**src/rtl/charge_compute_pkg.sv**
```systemverilog
// Shared types and constants for the charging-station payment engine.
package charge_pkg;

   typedef enum logic [1:0] {
      IDLE   = 2'b00,
      SELECT = 2'b01,
      CHARGE = 2'b10,
      DONE   = 2'b11
   } state_t;

   localparam int unsigned MAX_AMOUNT_DEF = 20;
   localparam int unsigned BAL_W          = 7;

endpackage

```
**src/rtl/charge_compute_if.sv**
```systemverilog
// Key/cancel inputs and display/status outputs between controller and charge engine.
interface charge_compute_if;

   logic       card_in;
   logic       one;
   logic       ten;
   logic       start;
   logic       cancel_flag;
   logic       charging;
   logic       fin;
   logic [7:0] balance_bcd;
   logic [1:0] st;

   modport master (
      output card_in, one, ten, start, cancel_flag,
      input  charging, fin, balance_bcd, st
   );

   modport slave (
      input  card_in, one, ten, start, cancel_flag,
      output charging, fin, balance_bcd, st
   );

endinterface

```
**src/rtl/charge_compute_sec_tick.sv**
```systemverilog
// One-second prescaler: single-cycle tick at terminal count, restartable via clr.
module sec_tick #(
   parameter int unsigned TICK_DIV = 100000000
) (
   input  logic clk,
   input  logic reset,
   input  logic clr,
   output logic tick
);

   localparam int unsigned CW = (TICK_DIV > 1) ? $clog2(TICK_DIV) : 1;
   localparam logic [CW-1:0] LAST = CW'(TICK_DIV - 1);

   logic [CW-1:0] r_cnt;

   always_ff @(posedge clk or negedge reset) begin
      if (!reset) begin
         r_cnt <= '0;
      end else if (clr || (r_cnt == LAST)) begin
         r_cnt <= '0;
      end else begin
         r_cnt <= r_cnt + 1'b1;
      end
   end

   // Not gated by clr: clr is derived from next-state, which itself consumes tick.
   assign tick = (r_cnt == LAST);

endmodule

```
**src/rtl/charge_compute.sv**
```systemverilog
// Payment/charging engine: accumulates paid balance, counts it down while charging.
module charge_compute
   import charge_pkg::*;
#(
   parameter int unsigned TICK_DIV     = 100000000,
   parameter int unsigned SEC_PER_UNIT = 2,
   parameter int unsigned MAX_AMOUNT   = MAX_AMOUNT_DEF,
   parameter int unsigned SEL_TIMEOUT  = 10,
   parameter int unsigned DONE_HOLD    = 3
) (
   input  logic             clk,
   input  logic             reset,
   charge_compute_if.slave  bus
);

   localparam int unsigned SEC_MAX =
      (SEL_TIMEOUT > DONE_HOLD)
         ? ((SEL_TIMEOUT > SEC_PER_UNIT) ? SEL_TIMEOUT : SEC_PER_UNIT)
         : ((DONE_HOLD   > SEC_PER_UNIT) ? DONE_HOLD   : SEC_PER_UNIT);
   localparam int unsigned SEC_W = $clog2(SEC_MAX + 1);

   localparam logic [BAL_W-1:0] ONE_U = BAL_W'(1);
   localparam logic [BAL_W-1:0] TEN_U = BAL_W'(10);
   localparam logic [BAL_W-1:0] MAX_U = BAL_W'(MAX_AMOUNT);
   localparam logic [SEC_W-1:0] SPU_LAST = SEC_W'(SEC_PER_UNIT - 1);
   localparam logic [SEC_W-1:0] SEL_LAST = SEC_W'(SEL_TIMEOUT - 1);
   localparam logic [SEC_W-1:0] DH_LAST  = SEC_W'(DONE_HOLD - 1);

   state_t           r_state, w_state_nxt;
   logic [BAL_W-1:0] r_balance, w_balance_nxt, w_sum;
   logic [SEC_W-1:0] r_sec, w_sec_nxt;
   logic             r_charging, r_fin;
   logic [7:0]       r_bcd;
   logic             w_tick, w_clr;

   sec_tick #(.TICK_DIV(TICK_DIV)) u_sec_tick (
      .clk   (clk),
      .reset (reset),
      .clr   (w_clr),
      .tick  (w_tick)
   );

   always_ff @(posedge clk or negedge reset) begin
      if (!reset) begin
         r_state    <= IDLE;
         r_balance  <= '0;
         r_sec      <= '0;
         r_charging <= 1'b0;
         r_fin      <= 1'b0;
         r_bcd      <= '0;
      end else begin
         r_state    <= w_state_nxt;
         r_balance  <= w_balance_nxt;
         r_sec      <= w_sec_nxt;
         r_charging <= (w_state_nxt == CHARGE);
         r_fin      <= (w_state_nxt == DONE) && (r_state != DONE);
         r_bcd      <= {4'(r_balance / TEN_U), 4'(r_balance % TEN_U)};
      end
   end

   always_comb begin
      w_state_nxt   = r_state;
      w_balance_nxt = r_balance;
      w_sec_nxt     = r_sec;
      w_sum         = r_balance + (bus.one ? ONE_U : '0) + (bus.ten ? TEN_U : '0);
      unique case (r_state)
         IDLE: begin
            w_balance_nxt = '0;
            if (bus.card_in) w_state_nxt = SELECT;
         end
         SELECT: begin
            if (!bus.card_in || bus.cancel_flag) begin
               w_state_nxt   = IDLE;
               w_balance_nxt = '0;
            end else if (bus.start && (r_balance != '0)) begin
               w_state_nxt = CHARGE;
            end else if (bus.one || bus.ten) begin
               w_balance_nxt = (w_sum > MAX_U) ? MAX_U : w_sum;
               w_sec_nxt     = '0;
            end else if (w_tick) begin
               if (r_sec == SEL_LAST) begin
                  w_state_nxt   = IDLE;
                  w_balance_nxt = '0;
               end else begin
                  w_sec_nxt = r_sec + 1'b1;
               end
            end
         end
         CHARGE: begin
            if (!bus.card_in || bus.cancel_flag) begin
               w_state_nxt = DONE;
            end else if (w_tick) begin
               if (r_sec == SPU_LAST) begin
                  w_balance_nxt = r_balance - 1'b1;
                  w_sec_nxt     = '0;
                  if (r_balance == ONE_U) w_state_nxt = DONE;
               end else begin
                  w_sec_nxt = r_sec + 1'b1;
               end
            end
         end
         DONE: begin
            // r_fin marks the first DONE cycle, where a card drop is not yet honoured.
            if ((!bus.card_in && !r_fin) || (w_tick && (r_sec == DH_LAST))) begin
               w_state_nxt   = IDLE;
               w_balance_nxt = '0;
            end else if (w_tick) begin
               w_sec_nxt = r_sec + 1'b1;
            end
         end
      endcase
      if (w_state_nxt != r_state) w_sec_nxt = '0;
   end

   assign w_clr = (w_state_nxt != r_state);

   assign bus.charging    = r_charging;
   assign bus.fin         = r_fin;
   assign bus.balance_bcd = r_bcd;
   assign bus.st          = r_state;

endmodule

```
**src/flat_wrapper.sv**
```systemverilog
// flat-port wrapper written by rule: the top's interface ports become plain ports
module charge_compute_flat import charge_pkg::*;
#(
   parameter int unsigned TICK_DIV     = 100000000,
   parameter int unsigned SEC_PER_UNIT = 2,
   parameter int unsigned MAX_AMOUNT   = MAX_AMOUNT_DEF,
   parameter int unsigned SEL_TIMEOUT  = 10,
   parameter int unsigned DONE_HOLD    = 3
)
  (clk, reset, bus_card_in, bus_one, bus_ten, bus_start, bus_cancel_flag, bus_charging, bus_fin, bus_balance_bcd, bus_st);
  charge_compute_if bus_i ();
  input  logic clk;
  input  logic reset;
  input wire logic [$bits(bus_i.card_in)-1:0] bus_card_in;
  input wire logic [$bits(bus_i.one)-1:0] bus_one;
  input wire logic [$bits(bus_i.ten)-1:0] bus_ten;
  input wire logic [$bits(bus_i.start)-1:0] bus_start;
  input wire logic [$bits(bus_i.cancel_flag)-1:0] bus_cancel_flag;
  output wire logic [$bits(bus_i.charging)-1:0] bus_charging;
  output wire logic [$bits(bus_i.fin)-1:0] bus_fin;
  output wire logic [$bits(bus_i.balance_bcd)-1:0] bus_balance_bcd;
  output wire logic [$bits(bus_i.st)-1:0] bus_st;
  assign bus_i.card_in = bus_card_in;
  assign bus_i.one = bus_one;
  assign bus_i.ten = bus_ten;
  assign bus_i.start = bus_start;
  assign bus_i.cancel_flag = bus_cancel_flag;
  assign bus_charging = bus_i.charging;
  assign bus_fin = bus_i.fin;
  assign bus_balance_bcd = bus_i.balance_bcd;
  assign bus_st = bus_i.st;
  charge_compute #(.TICK_DIV(TICK_DIV), .SEC_PER_UNIT(SEC_PER_UNIT), .MAX_AMOUNT(MAX_AMOUNT), .SEL_TIMEOUT(SEL_TIMEOUT), .DONE_HOLD(DONE_HOLD)) u_core (.clk(clk), .reset(reset), .bus(bus_i));
endmodule
```
**config.mk**
```make
export PLATFORM = sky130hd
export DESIGN_NAME = charge_compute_flat
export DESIGN_NICKNAME = d
export VERILOG_FILES = /design/src/rtl/charge_compute_pkg.sv /design/src/rtl/charge_compute_if.sv /design/src/rtl/charge_compute_sec_tick.sv /design/src/rtl/charge_compute.sv /design/src/flat_wrapper.sv
export SDC_FILE = /design/constraint.sdc
export NUM_CORES = 1
export LEC_CHECK = 0
export CAP_MARGIN = 20
export CORE_MARGIN = 3
export CORE_UTILIZATION = 45
export CTS_BUF_LIST = sky130_fd_sc_hd__clkbuf_4
export CTS_CLUSTER_SIZE = 28
export DETAILED_ROUTE_END_ITERATION = 10
export RECOVER_POWER = 50
export SETUP_SLACK_MARGIN = 0.1
export SYNTH_ARGS = -nofsm -noshare
export SYNTH_HDL_FRONTEND = slang
export SYNTH_SLANG_ARGS = --single-unit
export TNS_END_PERCENT = 20
```
**constraint.sdc**
```tcl
create_clock -name clk -period 3.2 [get_ports clk]
set_input_delay 0.64 -clock clk [delete_from_list [all_inputs] [get_ports clk]]
set_output_delay 0.64 -clock clk [all_outputs]
set_load 0.1 [all_outputs]
```
==> results of run 1 <==
layer usage:
metal / track usage / part of all wire / up-vias / wire, µm
met5: 0 / 0 / - / 0
met3: 0.02924 / 0.038 / 11 / 280
li1: - / - / 1402 / -
met1: 0.2508 / 0.50 / 1331 / 3670
met2: 0.2689 / 0.44 / 54 / 3224
met4: 0.06349 / 0.017 / 0 / 127
area by class of cell:
cell class	instances	share of cell area
multi-input cells	296	0.5372
clock buffers	7	0.01416
repair buffers	26	0.05494
well taps	96	0.03236
clock inverters	1	0.008089
flip-flops and latches	50	0.3370
inverters	16	0.01618
metrics by stage:
stage               hold slack (ps)  std cells  setup slack, ps  cell area [µm²]
floorplan                     344.4        376            382.0             3381
global placement              491.9        484            265.9             3643
detailed placement            491.4        484            192.2             3643
CTS                           372.0        492            588.3             3726
global route                  552.8        492            250.2             3712
finish                        508.4        492            541.5             3712
cell usage after synthesis (all sizes together), types with 2 or more instances:
cell | n | area (µm²)
o31a | 2 | 17.52
nand2b | 7 | 43.79
a21oi | 17 | 85.08
o221ai | 2 | 17.52
xnor2 | 12 | 105.1
a41oi | 2 | 17.52
and3 | 9 | 56.30
nand3b | 3 | 22.52
inv | 16 | 60.06
o211ai | 2 | 15.01
nor2 | 38 | 150.1
xor2 | 18 | 157.7
nand4 | 4 | 37.53
dfrtp | 50 | 1251
a221o | 2 | 20.02
nand3 | 23 | 115.1
o311ai | 3 | 26.28
nand2 | 29 | 108.9
a22oi | 2 | 15.01
o22ai | 6 | 37.54
o2bb2ai | 3 | 26.28
o21ai | 18 | 90.09
a21o | 5 | 37.54
ha | 16 | 200.2
or3 | 3 | 18.77
o32ai | 2 | 17.52
clkbuf | 7 | 26.28
nor3 | 22 | 185.2
nor4 | 5 | 31.28
nor2b | 7 | 43.79
a31oi | 6 | 37.54
buf | 7 | 48.79
nor3b | 3 | 22.52
and4 | 3 | 26.28
worst paths after layout:
path,endpoint,cells after the start,from
worst max-delay path,u_core.u_sec_tick.r_cnt[26],10,u_core.bus.st[0]
worst max register to register,u_core.u_sec_tick.r_cnt[26],10,u_core.bus.st[0]
min in group asynchronous,u_core.bus.balance_bcd[2],2,reset
worst min-delay path,u_core.u_sec_tick.r_cnt[0],1,u_core.u_sec_tick.r_cnt[0]
max in group asynchronous,u_core.u_sec_tick.r_cnt[14],2,reset
worst min register to register,u_core.u_sec_tick.r_cnt[0],1,u_core.u_sec_tick.r_cnt[0]
registers in the layout, summed over array words and instances (netlist names):
| name | count |
|---|---|
| u_core.bus.st | 2 |
| u_core.r_sec | 4 |
| u_core.bus.charging | 1 |
| u_core.r_balance | 7 |
| u_core.u_sec_tick.r_cnt | 27 |
| u_core.bus.balance_bcd | 8 |
| u_core.bus.fin | 1 |
power groups by stage:
stage,logic [µW],registers (µW),clock network [µW]
after global routing,2220,920,415
after global placement,2020,908,0
after floorplan,1310,1200,0
after CTS,2040,899,392
final,2020,901,380
after detailed placement,2030,911,0
critical path, cell delays in order, from the launching register on:
cell      delay [ps]
dfrtp_1          480
inv_1            140
ha_1             440
inv_1            200
nand2_1          160
a21oi_1           50
o21ai_0          270
o221ai_1         160
a211o_1          320
buf_12           180
nor3_1           170
cells by family (layout without fill, tap and decap cells):
kind of cell / after synthesis / after routing / synth area share
XOR/XNOR: 30 / 30 / 0.07772
multiplexers: 2 / 2 / 0.006292
AND/OR/NAND/NOR: 163 / 163 / 0.2728
buffers and inverters: 30 / 50 / 0.03997
AO/OA/AOI/OAI: 84 / 84 / 0.1680
flip-flops: 50 / 50 / 0.3701
adder cells (fa/ha/maj): 17 / 17 / 0.06514
==> flow_summary.json, run 1 <==
{
  "clk_pin_slew_worst_paths_ps": 140,
  "skew_ps": 12.90,
  "dr_total_vias": 2798,
  "worstPathRequired_ps": 3490,
  "numCtsBuffers": 5,
  "cts_tree": "built",
  "synth_cells": 376,
  "crit_type": "reg -> reg",
  "fin_util": 0.5289,
  "fin_nets": 419,
  "wire_per_inst_um": 14.84,
  "multiInputGateArea_mm2": 0.001994,
  "rows": 30,
  "layout_commonest_cell": "dfrtp_1",
  "drt_wl_total_mm": 7.301,
  "relSlewSlack": 0.1630,
  "ir_drop_mv": 1.081,
  "rsz0062_at_grt": "false",
  "ant_nets": 0,
  "drc": 0,
  "core_mm2": 0.007019,
  "synth_fp_nets": 400,
  "seq_area_frac_synth": 0.3701,
  "synth_edf_count": 0,
  "firstDrtPassIters": 4,
  "dp_hpwl_mm": 5.230,
  "power_frac_seq": 0.273,
  "first_iter_violations": 144,
  "hp-class": "reg -> reg",
  "setup_tns_ps": 0,
  "hold_viol": 0,
  "start_kind": "flip-flop",
  "gr-total-overflow": 0,
  "dieHeight_um": 92.68,
  "finalCritPeriodShare": 0.8308,
  "maxClockFrequency_mhz": 376.1,
  "cp.arrival_ps": 2950,
  "layout-drive-gt1-share": 0.1212,
  "endpoint_kind": "flip-flop",
  "cts_root_buf": "clkbuf_4",
  "period_needed_ps": 2659,
  "total_power_uw": 3304,
  "final_cell_mix": "dfrtp_1, nor2_1, nand2_1, nand3_1",
  "async_flop_share": 1.000,
  "fill_cells": 691,
  "place.gp.congestion": 0.8452,
  "area_delta_synth_final_pct": 9.808,
  "pwr-share-clk": 0.115,
  "combinationalPowerShare": 0.612,
  "clockBufferDepth": 2,
  "grt_pass1_vias": 2619,
  "register_area_mm2": 0.001251,
  "status": "complete, no violations",
  "antenna_found_initial": 0,
  "p_per_area_mw_per_mm2": 890.1,
  "track_usage": 0.1759,
  "grt_max_degree": 51,
  "via_per_inst": 5.687,
  "synth_flop_cell": "dfrtp_1",
  "power_leakage_uw": 0.001617,
  "yosysUniqueCellTypes": 63,
  "setup_viol": 0,
  "avgSynthCellArea_um2": 8.991,
  "numClockSinks": 50,
  "crit_fanout": 31,
  "htree_levels": 2,
  "ctsResizeCount": 0,
  "n_antenna_cell": 0,
  "p_int_uw": 1604,
  "portBuffers": 18,
  "p_sw_uw": 1700,
  "yosysWarnings": 0,
  "grt_pass1_wl_mm": 12.34,
  "die_area_mm2": 0.008589,
  "worst-slew-pin-transition_ps": 1255,
  "netlist_area_mm2": 0.003381,
  "r2r_slack_ps": 540,
  "dieWidth_um": 92.68,
  "swShare": 0.5145,
  "initial_core_util": 0.4816,
  "maxSlewViolCount": 0,
  "cts_hold_buf": 0,
  "clkLatencyLatePin_ps": 360,
  "maxCapViolCount": 0,
  "postCtsSetupRepairBufs": 0,
  "ys_ff_latch": 50,
  "io_pins": 19
}
Note: power is estimated with default switching activity, not from simulation.
==> run 2, diff against run 1 <==
Clock period 3.2 ns to 2.7 ns, I/O delays scaled along.
==> run 2 against run 1 <==
  * Clock power is 19% higher
  * Clock skew rose by 7.1 ps
  * Sequential share of layout area is 1.3 points lower
  * Flip-flop and latch count unchanged
  * Largest cell class unchanged
  * Setup slack got worse by 310 ps
  * Highest routed layer unchanged
  * Total power increased by 23%
  * Critical endpoint is now u_core.r_balance[0]
  * Via count is 3.1% higher
  * Combinational power increased by 29%
==> flow_summary.json, run 2 (synthesis gave the netlist of run 1 again) <==
{
  "io_pins": 19,
  "dp.cells": 505,
  "n_antenna_cell": 0,
  "total_power_uw": 4062,
  "ir_drop_mv": 1.088,
  "portBuffers": 18,
  "first_iter_violations": 119,
  "place.gp.congestion": 0.8666,
  "use_met1": 0.2495,
  "worst-slew-pin-transition_ps": 1162,
  "dpl-instance-area_mm2": 0.003804,
  "period_needed_ps": 2470,
  "layout_commonest_cell": "dfrtp_1",
  "core_mm2": 0.007019,
  "register_area_mm2": 0.001254,
  "setup_viol": 0,
  "power_leakage_uw": 0.001708,
  "crit_type": "in -> reg",
  "grt_pass1_vias": 2699,
  "largest_reg_flops": 27,
  "rows": 30,
  "via_per_inst": 5.626,
  "busiest_layer": "met2",
  "p_per_area_mw_per_mm2": 1049,
  "numCtsBuffers": 5,
  "postCtsSetupRepairBufs": 0,
  "numClockSinks": 50,
  "fin_cells": 513,
  "drc": 0,
  "cp.arrival_ps": 2710,
  "rsz0062_at_grt": "true",
  "drt_wl_total_mm": 7.415,
  "dieHeight_um": 92.68,
  "ant_nets": 0,
  "die_area_mm2": 0.008589,
  "clockBufferDepth": 2,
  "maxCapViolCount": 0,
  "finalCritPeriodShare": 0.9150,
  "pwr-share-clk": 0.111,
  "p_sw_uw": 2036,
  "final_cell_mix": "dfrtp_1, nor2_1, buf_4, nand2_1, nand3_1",
  "multiInputGateArea_mm2": 0.002008,
  "hp-class": "in -> async",
  "skew_ps": 19.98,
  "dr_total_vias": 2886,
  "fin_nets": 440,
  "antenna_found_initial": 0,
  "endpoint_kind": "flip-flop",
  "ctsResizeCount": 0,
  "holdWs_ps": 353.9,
  "swShare": 0.5013,
  "clkLatencyLatePin_ps": 370,
  "grt_util_met2": 0.2900,
  "worstPathRequired_ps": 2940,
  "hold_viol": 0,
  "cts_hold_buf": 0,
  "area_delta_synth_final_pct": 14.54,
  "cts_tree": "built",
  "htree_levels": 2,
  "cts_root_buf": "clkbuf_4",
  "initial_core_util": 0.4816,
  "fill_cells": 659,
  "maxSlewViolCount": 0,
  "dieWidth_um": 92.68,
  "power_frac_seq": 0.250,
  "gr-total-overflow": 0,
  "start_kind": "input port",
  "relSlewSlack": 0.2285,
  "met3_usage": 0.03087,
  "grt_pass1_wl_mm": 12.63,
  "grt_max_degree": 32,
  "maxClockFrequency_mhz": 404.8,
  "track_usage": 0.1798,
  "clk_pin_slew_worst_paths_ps": 150,
  "firstDrtPassIters": 4,
  "stdcell_area_mm2": 0.003872,
  "layout-drive-gt1-share": 0.1607,
  "dp_hpwl_mm": 5.583,
  "wire_per_inst_um": 14.45,
  "regMostFlops": "u_core.u_sec_tick.r_cnt",
  "p_int_uw": 2026,
  "status": "complete, no violations",
  "crit_fanout": 6,
  "combinationalPowerShare": 0.639
}
## run 2: cell types whose count changed in the layout (fill, tap and decap cells not counted), sizes merged
| cell | before | now |
|---|---|---|
| clkbuf | 11 | 15 |
| buf | 17 | 34 |
## run 2: metal layers
layer / part of all wire / up-vias
met3: 0.034 / 7
met5: 0 / -
met1: 0.50 / 1382
met2: 0.45 / 48
met4: 0.011 / 0
li1: - / 1449
## run 2: cell type report
| type | instances | share of cell area |
|---|---|---|
| Inverter | 16 | 0.01551 |
| Clock inverter | 1 | 0.007754 |
| Timing Repair Buffer | 47 | 0.08982 |
| Clock buffer | 7 | 0.01357 |
| Tap cell | 96 | 0.03102 |
| Multi-Input combinational cell | 296 | 0.5186 |
| Sequential cell | 50 | 0.3237 |
## run 2: through the flow
stage / utilization / setup TNS [ps] / worst slack, ps
3_3_place_gp: 0.5419 / -248.1 / -103.9
3_5_place_dp: 0.5419 / -383.5 / -123.6
5_1_grt: 0.5517 / 0 / 69.50
2_1_floorplan: - / 0 / 213.0
4_1_cts: 0.5537 / 0 / 203.3
6_report: 0.5517 / 0 / 229.5
## run 2: final timing paths
| path | from | end | slack, ps | cells past startpoint |
|---|---|---|---|---|
| setup / recovery | bus_one | u_core.r_balance[0] | 230 | 10 |
| hold / removal | reset | u_core.u_sec_tick.r_cnt[25] | 350 | 1 |
| setup reg to reg | u_core.u_sec_tick.r_cnt[0] | u_core.r_balance[3] | 250 | 8 |
| hold reg to reg | u_core.u_sec_tick.r_cnt[0] | u_core.u_sec_tick.r_cnt[0] | 510 | 1 |
| max in group asynchronous | reset | u_core.u_sec_tick.r_cnt[3] | 1020 | 2 |
| min in group clk | u_core.u_sec_tick.r_cnt[0] | u_core.u_sec_tick.r_cnt[0] | 510 | 1 |
## run 2: worst max-delay path, cell delays in order
cell	delay, ps
clkdlybuf4s50_1	460
ha_1	250
fa_1	470
and3_1	200
a31oi_1	140
o22ai_1	130
a31oi_1	180
nor2_1	80
a22oi_1	170
o22ai_1	90
## run 2: power by group through the flow
stage / Sequential, µW / Clock, µW / Combinational (µW)
final: 1010 / 451 / 2600
after global placement: 1030 / 0 / 2620
after CTS: 1020 / 466 / 2640
after floorplan: 1430 / 0 / 1550
after detailed placement: 1030 / 0 / 2630
after global routing: 1040 / 494 / 2850
